`src/rtl/plumbing_pkg.sv`:
```
// Shared constants and helpers for the lane plumbing blocks
// (round-robin dispatcher and address-driven demultiplexor).
package plumbing_pkg;

    localparam int unsigned DEFAULT_ADDRESS_WIDTH = 2;

    function automatic int unsigned lanes(input int unsigned width);
        return 32'd1 << width;
    endfunction

endpackage

```
`src/rtl/rr_dispatcher_pick.sv`:
```
// Round-robin lane picker: rotate enables to the start pointer,
// take the lowest set bit, then map the offset back to a lane index.
module rr_pick
    import plumbing_pkg::*;
#(
    parameter  int unsigned W = DEFAULT_ADDRESS_WIDTH,
    localparam int unsigned N = lanes(W)
) (
    input  logic [N-1:0] en,
    input  logic [W-1:0] start,
    output logic [W-1:0] idx,
    output logic         found
);

    logic [2*N-1:0] dbl;
    logic [N-1:0]   rot;
    logic [W-1:0]   off;

    always_comb begin
        dbl   = {en, en};
        rot   = dbl[start +: N];
        found = |rot;
        off   = '0;
        // Descending scan so the lowest set offset wins
        for (int i = N - 1; i >= 0; i--) begin
            if (rot[i]) off = W'(i);
        end
        idx = off + start;
    end

endmodule

```
`src/rtl/rr_dispatcher.sv`:
```
// Registered round-robin / direct lane dispatcher feeding the
// demultiplexor address and data inputs through one output register.
module rr_dispatcher
    import plumbing_pkg::*;
#(
    parameter  int unsigned ADDRESS_WIDTH = DEFAULT_ADDRESS_WIDTH,
    localparam int unsigned LANES         = lanes(ADDRESS_WIDTH)
) (
    input  logic                     i_clk,
    input  logic                     i_rst_n,
    input  logic                     i_valid,
    input  logic                     i_x,
    input  logic                     i_direct,
    input  logic [ADDRESS_WIDTH-1:0] i_dest,
    output logic                     o_ready,
    input  logic [LANES-1:0]         i_lane_enable,
    input  logic [LANES-1:0]         i_lane_ready,
    output logic                     o_valid,
    output logic [ADDRESS_WIDTH-1:0] o_address,
    output logic                     o_x
);

    logic [ADDRESS_WIDTH-1:0] ptr;
    logic [ADDRESS_WIDTH-1:0] rr_idx;
    logic                     rr_found;
    logic [ADDRESS_WIDTH-1:0] sel;
    logic                     sel_ok;
    logic                     out_fire;
    logic                     in_fire;

    rr_pick #(
        .W(ADDRESS_WIDTH)
    ) u_pick (
        .en   (i_lane_enable),
        .start(ptr),
        .idx  (rr_idx),
        .found(rr_found)
    );

    always_comb begin
        sel    = rr_idx;
        sel_ok = rr_found;
        if (i_direct) begin
            sel    = i_dest;
            sel_ok = i_lane_enable[i_dest];
        end
    end

    assign out_fire = o_valid & i_lane_ready[o_address];
    // Held low through reset so upstream never sees a phantom accept
    assign o_ready  = i_rst_n & sel_ok & (~o_valid | out_fire);
    assign in_fire  = i_valid & o_ready;

    always_ff @(posedge i_clk) begin
        if (!i_rst_n) begin
            o_valid   <= 1'b0;
            o_address <= '0;
            o_x       <= 1'b0;
            ptr       <= '0;
        end else begin
            if (in_fire) begin
                o_valid   <= 1'b1;
                o_address <= sel;
                o_x       <= i_x;
            end else if (out_fire) begin
                o_valid   <= 1'b0;
            end
            if (in_fire && !i_direct) begin
                ptr <= sel + 1'b1;
            end
        end
    end

endmodule

```
`config.mk`:
```
export PLATFORM = sky130hd
export DESIGN_NAME = rr_dispatcher
export DESIGN_NICKNAME = d
export VERILOG_FILES = /design/src/rtl/plumbing_pkg.sv /design/src/rtl/rr_dispatcher_pick.sv /design/src/rtl/rr_dispatcher.sv
export SDC_FILE = /design/constraint.sdc
export NUM_CORES = 1
export LEC_CHECK = 0
export CORE_MARGIN = 3
export CORE_UTILIZATION = 30
export CTS_CLUSTER_DIAMETER = 80
export DETAILED_ROUTE_END_ITERATION = 12
export SLEW_MARGIN = 20
export SYNTH_ARGS = -nofsm -noshare
export SYNTH_HDL_FRONTEND = slang
export SYNTH_HIERARCHICAL = 1
export SYNTH_SLANG_ARGS = --single-unit
```
`constraint.sdc`:
```
create_clock -name i_clk -period 2.6 [get_ports i_clk]
set_input_delay 0.78 -clock i_clk [delete_from_list [all_inputs] [get_ports i_clk]]
set_output_delay 0.78 -clock i_clk [all_outputs]
set_load 0.03 [all_outputs]
```
* Yosys cells after proc, flatten, opt, wreduce, memory -nomap -nowiden
Index checks and enable logic that the tools add are counted.
Storage, ports and cells: register bits after elaboration 6, input bits 15, output and inout port bits 5, word-level logic and storage cells 31
Operators by class: add/sub/neg operators 2, order comparisons 2, shift operators 1, muxes and demuxes 12, bitwise operators 6, reduce and logical (&&, ||, !) cells 4
Operators by type and width (count):
- 2-bit two-way mux | 5
- 8-bit by 3-bit indexed part select with 4-bit output | 1
- 2-bit by 3-bit less-than comparator with 1-bit output (second input constant) | 2
- 1-bit two-way mux | 5
- 1-bit bitwise AND | 4
- 1-bit binary-select mux with 2-bit select | 2
- 4-bit OR reduction | 1
- 2-bit by 1-bit adder with 2-bit output (second input constant) | 1
- 2-bit adder | 1
- 2-bit nonzero test | 1
- 1-bit logical AND | 1
- 1-bit zero test | 1
- 1-bit inverter | 1
- 1-bit OR | 1

* Longest topological paths before layout
depth in word-level cells 8, gate-level depth with buffers 9, mapped depth without buffers 9

* Hierarchy
The synthesis kept the hierarchy.
Modules (own cells, without submodules):
- rr_dispatcher | times used 1, cells each 35, area an instance 364.1 µm², seq. area each 120.1 µm²
- rr_pick | times used 1, cells each 22, area an instance 161.4 µm², seq. area each 0.0 µm²

* Worst setup path after synthesis
Ideal clock, no wire load.
path type input port to output port, start point input port i_lane_enable[1], end point output port o_ready, arrival 1.765 ns, setup slack 0.055 ns, cell stages on the path 4, path through or4_1 -> o21a_1 -> o221ai_2 -> a21oi_1
Between the ends: cells in the longest elaborated chain, start to end 5
Ends and longest elaborated chain:
- start, declared | RTL line rr_dispatcher.sv:16 | input logic [LANES-1:0] i_lane_enable,
- 8-bit by 3-bit indexed part select with 4-bit output or 1-bit binary-select mux with 2-bit select (tied branches) | RTL line rr_dispatcher_pick.sv:21, rr_dispatcher.sv:45
- 4-bit OR reduction or 1-bit two-way mux (tied branches) | RTL line rr_dispatcher_pick.sv:22, rr_dispatcher.sv:45
- 1-bit two-way mux (*) | RTL line rr_dispatcher.sv:43 | if (i_direct) begin
- 1-bit bitwise AND (*) (2 in a row) | RTL line rr_dispatcher.sv:51 | assign o_ready = i_rst_n & sel_ok & (~o_valid | out_fire);
- end, declared | RTL line rr_dispatcher.sv:15 | output logic o_ready,
Mark *: on every way between the ends. The rest lies on a longest branch, timed or not. The select of a mux whose other input is x is not followed.

* Final worst setup path
start point input port i_lane_enable[0], end point output port o_ready
Between the ends: cells in the longest elaborated chain, start to end 5
Ends and longest elaborated chain:
- 8-bit by 3-bit indexed part select with 4-bit output | RTL line rr_dispatcher_pick.sv:21 | rot = dbl[start +: N];
- 4-bit OR reduction | RTL line rr_dispatcher_pick.sv:22 | found = |rot;
- via rr_found | RTL line rr_dispatcher.sv:25 | logic rr_found;
- 1-bit two-way mux | RTL line rr_dispatcher.sv:43
- 1-bit bitwise AND (2 in a row) | RTL line rr_dispatcher.sv:51
The timed path passes the listed nets, and every way through them passes these cells. The select of a mux whose other input is x is not followed.

==> results.yml <==
setup_path:
  slowest_delay_ps: 510
  path_class: "primary input to primary output"
  cp_top_family: "simple AND/OR/NAND/NOR gates"
  critPathMaxFanout: 2
  reg2reg_slack_ps: 730
  cp-start-kind: "primary input"
  critPathBufInv: 2
  crit_arrival_ps: 1870
  required_ps: 1820
  worstPathCellList: "buf_6 > or4_1 > o21a_1 > o221ai_2 > a21oi_1 > buf_4"
  critPathSlowestCell: "or4_1"
  end_kind: "primary output"
clock_tree:
  cts_tree: "done"
  cts.sinks: 6
  cts_buffers: 3
  htree_levels: 1
  clk_pin_slew_ps: 50
  holdBufCountCts: 0
  clockBufferDepth: 2
  cts_root_buf: "clkbuf_4"
  clock_latency_ps: 250
drt:
  antenna_left: 0
  vias_per_cell: 5.05
  top_layer: "met4"
  met2_length_um: 697
  dr_total_vias: 561
  met3_length_um: 76
  wl_per_cell_um: 12.9
  firstDrtPassIters: 4
  routed_wl_um: 1430
  drt_iter0_markers: 9
  drc: 0
  met1_length_um: 633
grt:
  grt_pass1_vias: 530
  grt_overflow: 0
  grt_max_degree: 9
  grt_use_total: 0.144
  antenna_found_initial: 0
  grt_first_pass_wirelength_um: 2210
power:
  powerDensity_nw_per_um2: 433
  p_sw_frac: 0.331
  peakVddDrop_mv: 0.251
  total_power_mw: 0.383
  switching_power_mw: 0.127
  clkPwrFrac: 0.229
  p_leak_nw: 0.398
  seqPwrFrac: 0.308
  p_comb_frac: 0.462
  internal_power_mw: 0.256
layout:
  diodes: 0
  seq_area_um2: 120
  final_common_cell: "buf_4"
  fin_area_um2: 885
  area_growth_pct: 68.3
  final_core_util: 0.561
  layout_common_cells: "buf_4 (18), clkdlybuf4s50_1 (10), nand2_1 (9)"
  nets: 113
  fill_cells: 147
  multi_input_area_um2: 389
  layout-drive-gt1-share: 0.347
synthesis:
  ys_warn_count: 6
  synth_top_family_by_area: "multiplexers"
  mappedNetlistArea_um2: 526
  synthArstFlopShare: 0
  synth-adder-area-share: 0.0238
  synth_simple_gate_area_frac: 0.171
  synth_compound_area_frac: 0.229
  ys_seq_elements: 6
  synth_edf_count: 0
  syn_avg_cell_area_um2: 9.22
  syn-num-nets: 73
  synth_ff_type: "dfxtp_1"
  yosysSeqAreaShare: 0.229
  syn_inst: 57
  synth_mux_area_frac: 0.260
  netlist-cell-type-count: 25
  synth_xor_xnor_area_share: 0.0500
place:
  placed_area_um2: 836
  hpwlAfterDp_um: 1130
  portBuffers: 19
  gp_congestion: 0.665
sta:
  fin_crit_sh: 1.02
  finalWorstPathRequiredPeriod_ps: 2650
  finalWorstSetupSlack_ps: -51.6
  hold_viol: 0
  timing.fmax_mhz: 377
  maxSlewHeadroom: 0.795
  finalSetupTns_ps: -51.6
  rsz0062_at_grt: "true"
  clock_skew_ps: 4.06
  worst_pin_slew_ps: 307
  setup_viol: 1
  drv_slew: 0
floorplanning:
  io_pins: 20
  die_h_um: 47.9
  row_count: 14
  dieArea_um2: 2290
  start_util: 0.333
  die_w_um: 47.9
  core_area_um2: 1580
outcome:
  outcome: "complete, but fails checks"
  failed_checks: "negative setup slack"
hold_path:
  hold_class: "register to register"
job:
  maxCapViolCount: 0
==> through the flow <==
| stage | setup WS [ps] | instances | hold slack [ps] |
|---|---|---|---|
| final | -51.6 | 111 | 480 |
| after CTS | -66.1 | 109 | 487 |
| after global routing | -75.9 | 111 | 496 |
| after floorplan | 55.0 | 57 | 496 |
| after detailed placement | -806 | 105 | 479 |
| after global placement | -791 | 105 | 446 |
==> worst paths after layout <==
| kind | to | startpoint | depth (start not counted) |
|---|---|---|---|
| worst max register to register | ptr[1]$_SDFFE_PN0P_ | ptr[1]$_SDFFE_PN0P_ | 9 |
| worst max-delay path | o_ready | i_lane_enable[0] | 6 |
| worst min register to register | o_x$_SDFFE_PN0P_ | o_x$_SDFFE_PN0P_ | 2 |
| worst min-delay path | o_x$_SDFFE_PN0P_ | o_x$_SDFFE_PN0P_ | 2 |
==> synth_stat cells (all sizes together), types with 2 or more instances <==
cell,number,share of area
o211ai,2,0.029
a21oi,2,0.019
nor2b,2,0.024
o22ai,2,0.024
mux2,3,0.064
mux2i,8,0.15
inv,4,0.029
o21a,3,0.043
dfxtp,6,0.23
nand2,9,0.064
xnor2,3,0.050
==> cells by family after synthesis <==
group,after synthesis
muxes,12
adders and majority gates,1
AOI/OAI and AO/OA,13
xor gates and xnor gates,3
buffers and inverters,5
DFF,6
and+or+nand+nor,17
==> sequential cells by signal, indices dropped and copies added (netlist names) <==
name,flops
o_address,2
o_valid,1
o_x,1
ptr,2
==> repair_timing <==
| action | 4_1_cts | 5_1_grt |
|---|---|---|
| buffers inserted | 1 | 2 |
| pin swaps | 2 | 3 |
| endpoints found under the hold margin | 0 | 0 |
| endpoints found under the setup margin | 1 | 1 |
| gates resized for setup | 22 | 8 |
==> layer usage <==
metal,vias up,global-route usage
li1,285,-
met1,260,0.170
met2,14,0.230
met3,2,0.0451
met4,0,0.0806
met5,-,0
==> power by group through the flow <==
stage | clock (mW) | combinational, mW | sequential (mW)
floorplan | 0 | 0.0883 | 0.128
global placement | 0 | 0.171 | 0.119
detailed placement | 0 | 0.173 | 0.120
CTS | 0.0931 | 0.173 | 0.118
global route | 0.0967 | 0.192 | 0.121
finish | 0.0880 | 0.177 | 0.118
==> cell type report <==
type                    count  area share
multi-input cells          46       0.440
repair buffers             36       0.359
flip-flops and latches      6       0.136
clock buffers               3      0.0255
well taps                  16      0.0226
inverters                   4      0.0170
==> worst reg2reg max path, stage by stage, from the launching register on <==
cell	delay [ps]
dfxtp_1	430
nand2_1	90
a21oi_1	160
o22ai_1	90
o21a_1	180
ha_1	210
xnor2_1	140
xnor2_1	220
xnor2_1	140
mux2i_1	90
(Power assumes the default switching activity.)
